===== config.mk =====
export PLATFORM = sky130hd
export DESIGN_NAME = uart_frame_packer
export DESIGN_NICKNAME = d
export VERILOG_FILES = /design/src/rtl/uart_pkg.sv /design/src/rtl/frame_checksum.sv /design/src/rtl/uart_frame_packer.sv
export SDC_FILE = /design/constraint.sdc
export NUM_CORES = 1
export LEC_CHECK = 0
export BUFFER_PORTS_ARGS = -buffer_cell sky130_fd_sc_hd__clkbuf_2
export CAP_MARGIN = 20
export CORE_MARGIN = 5
export CORE_UTILIZATION = 25
export CTS_CLUSTER_DIAMETER = 40
export CTS_CLUSTER_SIZE = 20
export DETAILED_ROUTE_END_ITERATION = 10
export PLACE_DENSITY = 0.45
export REMOVE_ABC_BUFFERS = 1
export SLEW_MARGIN = 10
export SYNTH_ARGS = -nofsm -noshare
export SYNTH_HDL_FRONTEND = slang
export SYNTH_SLANG_ARGS = --single-unit

===== constraint.sdc =====
create_clock -name clk_in -period 4.6 [get_ports clk_in]
set_input_delay 0.92 -clock clk_in [delete_from_list [all_inputs] [get_ports clk_in]]
set_output_delay 0.92 -clock clk_in [all_outputs]
set_load 0.02 [all_outputs]

===== src/rtl/uart_pkg.sv =====
// Shared definitions for the UART frame packer: one-hot FSM encodings, default header byte,
// and the frame-length helper. Optional checksum is controlled by UART_FRAME_CHECKSUM_EN.
package uart_pkg;

    localparam logic [3:0] ST_IDLE     = 4'b0001;
    localparam logic [3:0] ST_HEADER   = 4'b0010;
    localparam logic [3:0] ST_PAYLOAD  = 4'b0100;
    localparam logic [3:0] ST_CHECKSUM = 4'b1000;

    localparam logic [7:0] DEFAULT_HEADER_BYTE = 8'h55;

    // Total bytes in one frame: header, payload, and the checksum byte when enabled.
    function automatic int frame_len(input int num_words, input int word_bytes, input bit cks_en);
        return 1 + num_words * word_bytes + (cks_en ? 1 : 0);
    endfunction

endpackage


===== src/rtl/frame_checksum.sv =====
// Running modulo-2^DATA_WIDTH byte sum for the frame packer; used only when
// UART_FRAME_CHECKSUM_EN is defined.
module frame_checksum #(
    parameter int DATA_WIDTH = 8
) (
    input  logic                  clk_in,
    input  logic                  rst_n,
    input  logic                  clr,
    input  logic                  add_en,
    input  logic [DATA_WIDTH-1:0] data,
    output logic [DATA_WIDTH-1:0] sum
);

    logic [DATA_WIDTH-1:0] sum_r;

    // Accumulate every written byte; cleared at the start of each frame.
    always_ff @(posedge clk_in) begin
        if (!rst_n) begin
            sum_r <= {DATA_WIDTH{1'b0}};
        end else if (clr) begin
            sum_r <= {DATA_WIDTH{1'b0}};
        end else if (add_en) begin
            sum_r <= sum_r + data;
        end else begin
            sum_r <= sum_r;
        end
    end

    assign sum = sum_r;

endmodule


===== src/rtl/uart_frame_packer.sv =====
// Packs one captured sensor sample into header + big-endian payload (+ checksum when
// UART_FRAME_CHECKSUM_EN is defined) and writes it byte by byte into the TX FIFO.
module uart_frame_packer
    import uart_pkg::*;
#(
    parameter int                    NUM_WORDS   = 6,
    parameter int                    WORD_WIDTH  = 16,
    parameter int                    DATA_WIDTH  = 8,
    parameter logic [DATA_WIDTH-1:0] HEADER_BYTE = DEFAULT_HEADER_BYTE
) (
    input  logic                            clk_in,
    input  logic                            rst_n,
    input  logic [NUM_WORDS*WORD_WIDTH-1:0] sample_in,
    input  logic                            sample_vld_in,
    input  logic                            fifo_full_in,
    output logic                            fifo_wr_en,
    output logic [DATA_WIDTH-1:0]           fifo_wr_data,
    output logic                            busy_out,
    output logic                            frame_done_out,
    output logic                            overrun_out
);

    localparam int WORD_BYTES = WORD_WIDTH / DATA_WIDTH;
`ifdef UART_FRAME_CHECKSUM_EN
    localparam bit CKS_EN = 1'b1;
`else
    localparam bit CKS_EN = 1'b0;
`endif
    localparam int FRAME_LEN     = frame_len(NUM_WORDS, WORD_BYTES, CKS_EN);
    localparam int PAYLOAD_BYTES = FRAME_LEN - 1 - (CKS_EN ? 1 : 0);
    localparam int CNT_W         = (PAYLOAD_BYTES > 1) ? $clog2(PAYLOAD_BYTES) : 1;
    localparam logic [CNT_W-1:0] LAST_BYTE = CNT_W'(PAYLOAD_BYTES - 1);

    logic [3:0]                      state_r;
    logic [CNT_W-1:0]                byte_cnt_r;
    logic [NUM_WORDS*WORD_WIDTH-1:0] hold_r;
    logic                            wr_en_s;
    logic                            last_byte_s;
    logic                            busy_s;
    logic [DATA_WIDTH-1:0]           payload_byte_s;
    logic [DATA_WIDTH-1:0]           wr_data_s;
    logic [DATA_WIDTH-1:0]           cks_sum_s;

    assign busy_s      = (state_r != ST_IDLE);
    assign wr_en_s     = busy_s && !fifo_full_in;
    assign last_byte_s = (byte_cnt_r == LAST_BYTE);

    // Payload byte k is word k/WORD_BYTES, most significant byte of each word first.
    always_comb begin
        payload_byte_s = {DATA_WIDTH{1'b0}};
        for (int k = 0; k < PAYLOAD_BYTES; k++) begin
            payload_byte_s = payload_byte_s |
                ({DATA_WIDTH{byte_cnt_r == CNT_W'(k)}} &
                 hold_r[(k / WORD_BYTES) * WORD_WIDTH +
                        (WORD_BYTES - 1 - (k % WORD_BYTES)) * DATA_WIDTH +: DATA_WIDTH]);
        end
    end

    // Byte presented to the FIFO, derived purely from registered state.
    always_comb begin
        case (state_r)
            ST_HEADER:   wr_data_s = HEADER_BYTE;
            ST_PAYLOAD:  wr_data_s = payload_byte_s;
`ifdef UART_FRAME_CHECKSUM_EN
            ST_CHECKSUM: wr_data_s = cks_sum_s;
`endif
            default:     wr_data_s = {DATA_WIDTH{1'b0}};
        endcase
    end

    // Frame sequencer; state and byte counter only move on an accepted FIFO write.
    always_ff @(posedge clk_in) begin
        if (!rst_n) begin
            state_r    <= ST_IDLE;
            byte_cnt_r <= {CNT_W{1'b0}};
            hold_r     <= {(NUM_WORDS*WORD_WIDTH){1'b0}};
        end else begin
            case (state_r)
                ST_IDLE: begin
                    byte_cnt_r <= {CNT_W{1'b0}};
                    if (sample_vld_in) begin
                        hold_r  <= sample_in;
                        state_r <= ST_HEADER;
                    end
                end
                ST_HEADER: begin
                    if (wr_en_s) begin
                        state_r <= ST_PAYLOAD;
                    end
                end
                ST_PAYLOAD: begin
                    if (wr_en_s) begin
                        if (last_byte_s) begin
                            byte_cnt_r <= {CNT_W{1'b0}};
`ifdef UART_FRAME_CHECKSUM_EN
                            state_r    <= ST_CHECKSUM;
`else
                            state_r    <= ST_IDLE;
`endif
                        end else begin
                            byte_cnt_r <= byte_cnt_r + {{(CNT_W-1){1'b0}}, 1'b1};
                        end
                    end
                end
`ifdef UART_FRAME_CHECKSUM_EN
                ST_CHECKSUM: begin
                    if (wr_en_s) begin
                        state_r <= ST_IDLE;
                    end
                end
`endif
                default: begin
                    state_r    <= ST_IDLE;
                    byte_cnt_r <= {CNT_W{1'b0}};
                end
            endcase
        end
    end

`ifdef UART_FRAME_CHECKSUM_EN
    frame_checksum #(
        .DATA_WIDTH(DATA_WIDTH)
    ) u_frame_checksum (
        .clk_in (clk_in),
        .rst_n  (rst_n),
        .clr    ((state_r == ST_IDLE) && sample_vld_in),
        .add_en (wr_en_s && (state_r != ST_CHECKSUM)),
        .data   (wr_data_s),
        .sum    (cks_sum_s)
    );
    assign frame_done_out = wr_en_s && (state_r == ST_CHECKSUM);
`else
    assign cks_sum_s      = {DATA_WIDTH{1'b0}};
    assign frame_done_out = wr_en_s && (state_r == ST_PAYLOAD) && last_byte_s;
`endif

    assign fifo_wr_en   = wr_en_s;
    assign fifo_wr_data = wr_data_s;
    assign busy_out     = busy_s;
    assign overrun_out  = sample_vld_in && busy_s;

endmodule


==> results.rst <==
.. list-table::
   :header-rows: 1

   * - Metric
     - Value
   * - First element of the critical path
     - byte_cnt_r[0]
   * - Layout-stage area growth over the synthesis result
     - 20.8%
   * - Final WL
     - ~14000 um
   * - Setup slack on the worst flop-to-flop path
     - about 2.5 ns
   * - Maximum fanout along the worst path
     - 21
   * - Number of buffers added to fix hold violations after cts
     - 0
   * - Reg-to-reg startpoint
     - state_r[0]
   * - Critical path class
     - reg -> out
   * - FF+latch count, synth
     - between 100 and 150
   * - Setup-violating endpoint count in the final report
     - 0
   * - Synthesis warning total
     - 0
   * - Share of the core filled with cells
     - 0.305
   * - TritonCTS buffer count
     - 9
   * - Max-cap check violation count
     - 0
   * - Final worst-path cycle share
     - 0.772
   * - # resized after CTS
     - 0
   * - Remaining DRCs
     - 0
   * - CP arrival
     - about 2.6 ns
   * - Most frequent cell after synthesis
     - sky130_fd_sc_hd__nand2_1
   * - CP top delay family
     - adder cells
   * - Average detailed-routed wire length per instance
     - 15.2 um
   * - Ranking of synthesized cells by instance count
     - 205 x sky130_fd_sc_hd__nand2_1, 103 x sky130_fd_sc_hd__dfxtp_1, 57 x sky130_fd_sc_hd__a21boi_0, 41 x sky130_fd_sc_hd__a21boi_1, 24 x sky130_fd_sc_hd__clkbuf_1
   * - Initial core utilization
     - 0.252
   * - Static power due to leakage
     - 2.22 nW
   * - Unrepaired setup endpoints after global routing
     - false
   * - Max VDD drop
     - roughly 150 uV
   * - Post-route antenna net violation count
     - 0
   * - Measured slew at the worst slew-check pin
     - 1.01 ns
   * - Worst relative slew slack
     - 0.328
   * - Cell depth of the worst setup path
     - 6
   * - Final Skew
     - 0.00510 ns
   * - Maximum clock insertion buffer count
     - 2
   * - Total setup buffers inserted after CTS
     - 0
   * - Wire length of the first global-routing pass
     - roughly 22000 um
   * - Maximum number of pins on one net before global-route repair
     - 97
   * - Via count
     - ~4200
   * - I/O pins
     - roughly 110
   * - Total buffers and inverters traversed by the critical path
     - 1
   * - FFs w/ async S/R, synth
     - 0
   * - Worst R2R Path Depth
     - 4
   * - Clock latency on the worst-skew pair
     - approximately 0.34 ns
   * - Number of flops mapped to enable cells by yosys
     - 0
   * - Tot GR Track Use
     - 0.126
   * - Count of buffers inserted at the top-level ports
     - between 100 and 150
   * - Type of element capturing the critical path
     - primary output
   * - Final hold vios
     - 0
   * - Post-Syn Area per Cell
     - 8.10 um2
   * - Number of different library cells in the post-synthesis netlist
     - 37
   * - Net total in the final layout
     - about 770
   * - Num Clock Sinks
     - between 100 and 150
   * - Critical path's slowest cell
     - sky130_fd_sc_hd__ha_1
   * - Vias in the first global route
     - between 4000 and 5000
   * - Total Power
     - just under 2 mW
   * - Weighted congestion reported at the end of routability-driven placement
     - about 0.7
   * - Cell type with the highest aggregate area in the netlist
     - sky130_fd_sc_hd__dfxtp_1
   * - Sum of negative setup slack
     - 0 ns
   * - Ordered cell list for the critical path
     - ha_1 > a22oi_1 > a221oi_1 > nor3_1 > a31oi_1 > clkbuf_2
   * - Fraction of final layout cells with drive strength greater than 1
     - 0.207
   * - Clock transition time at the flip-flop clock pins of the worst setup and hold paths
     - ~0.07 ns
   * - Crit path launch type
     - flip-flop
   * - Summed instance area of the synthesized netlist
     - roughly 4700 um2
   * - Sequential share of the synthesized area
     - 0.438
   * - Max Transition Viols Final
     - 0
   * - Cell at the root of the clock tree
     - sky130_fd_sc_hd__clkbuf_16
   * - Pwr/cell area
     - between 300 and 400 nW/um2
   * - Remaining global-route overflow
     - 0
   * - DIE AREA
     - approximately 22000 um2
   * - H-Tree Depth
     - 3
   * - Number of standard-cell rows in the floorplan
     - 50
   * - Initial antenna violation count
     - 0
   * - Chip Width
     - 147 um
   * - Vias per std cell
     - between 4 and 5
   * - CTS tree
     - built
   * - Number of violations reported at the end of detailed-routing iteration 0
     - between 200 and 300
   * - Detailed placer's ending HPWL
     - 9570 um
   * - FF-to-FF End
     - hold_r[44]
   * - First-pass iteration count of the detailed router
     - 4
   * - Leading register cell type out of synthesis
     - sky130_fd_sc_hd__dfxtp_1
   * - Class of the most critical hold timing path
     - reg -> reg
   * - Cell count after synthesis
     - around 580
   * - Die outline height
     - between 100 and 150 um
   * - Delay of the slowest cell on the worst path
     - approximately 0.85 ns
   * - Data required time at the worst endpoint
     - roughly 3.7 ns
   * - Total core area
     - approximately 19000 um2
   * - Time the worst path needs with I/O delays and setup
     - ~3.6 ns
   * - Worst Setup EP
     - fifo_wr_data[6]
   * - Number of inserted diodes
     - 0
   * - Outcome
     - completed
   * - Top cells by area, synth
     - sky130_fd_sc_hd__dfxtp_1 44%, sky130_fd_sc_hd__nand2_1 16%, sky130_fd_sc_hd__a21boi_0 9.1%, sky130_fd_sc_hd__a21boi_1 6.5%, sky130_fd_sc_hd__a22oi_1 2.6%
   * - Achievable frequency
     - 281 MHz
   * - Fraction of post-synthesis cell area in the top cell type by area
     - 0.438
-- how the worst min path moves through the flow --
stage / start / end / cells past startpoint
2_1_floorplan: hold_r[7] / hold_r[7] / 2
6_report: hold_r[91] / hold_r[91] / 2
5_1_grt: hold_r[26] / hold_r[26] / 2
3_3_place_gp: hold_r[24] / hold_r[24] / 2
4_1_cts: hold_r[26] / hold_r[26] / 2
3_5_place_dp: hold_r[26] / hold_r[26] / 2
-- kinds of logic (layout without fill, tap and decap cells) --
group	count (synthesis)	after routing	share of synthesized area
adders and majority gates	4	4	0.0106
DFF	103	103	0.438
muxes	2	2	0.00479
AOI/OAI and AO/OA	172	172	0.272
and+or+nand+nor	249	249	0.217
buffers and inverters	51	136	0.0564
-- tightest hold or removal path: stages, from the launching register on --
cell	delay (ns)
sky130_fd_sc_hd__dfxtp_1	0.31
sky130_fd_sc_hd__nand2_1	0.05
sky130_fd_sc_hd__a21boi_1	0.05
-- metal layers --
metal,vias up,GRT usage,part of all wire
li1,2154,-,-
met1,1945,0.171,0.49
met2,93,0.196,0.44
met3,11,0.0318,0.059
met4,0,0.0391,0.012
met5,-,0,0
-- registers in the layout, indices dropped and copies added, names as in the netlist --
signal      flops
hold_r         96
byte_cnt_r      4
state_r         3
-- layout by cell type, fill, tap and decap left out, drive strengths merged, types with 4 or more instances in the layout --
| cell type | n |
|---|---|
| inv | 4 |
| a21oi | 15 |
| nand2b | 4 |
| a22oi | 16 |
| a221oi | 8 |
| nand2 | 205 |
| dfxtp | 103 |
| buf | 5 |
| clkbuf | 121 |
| ha | 4 |
| a22o | 6 |
| o21ai | 7 |
| a222oi | 9 |
| a31oi | 4 |
| nand3 | 9 |
| a21boi | 98 |
| nor2 | 9 |
| nor2b | 7 |
-- power by group --
group,total (mW),switching (mW),internal (mW)
clock network,0.773,0.339,0.434
registers,0.979,0.0308,0.948
logic,0.215,0.122,0.0932
-- per-stage QoR --
stage	instances	area [um2]	worst slack (ns)	hold slack, ns
4_1_cts	897	5630	0.762	0.456
2_1_floorplan	534	4450	1.72	0.430
3_5_place_dp	881	5330	1.15	0.446
6_report	900	5680	1.05	0.453
3_3_place_gp	881	5330	1.26	0.443
5_1_grt	900	5680	0.760	0.472
-- area by class of cell --
| cell class | count | area, um2 |
|---|---|---|
| Timing Repair Buffer | 116 | 628 |
| Clock buffer | 10 | 239 |
| Fill cell | 2081 | 13000 |
| Multi-Input combinational cell | 427 | 2390 |
| Inverter | 4 | 15.0 |
| Tap cell | 234 | 293 |
| Sequential cell | 103 | 2060 |
| Clock inverter | 6 | 60.1 |
Note: power is estimated with default switching activity, not from simulation.
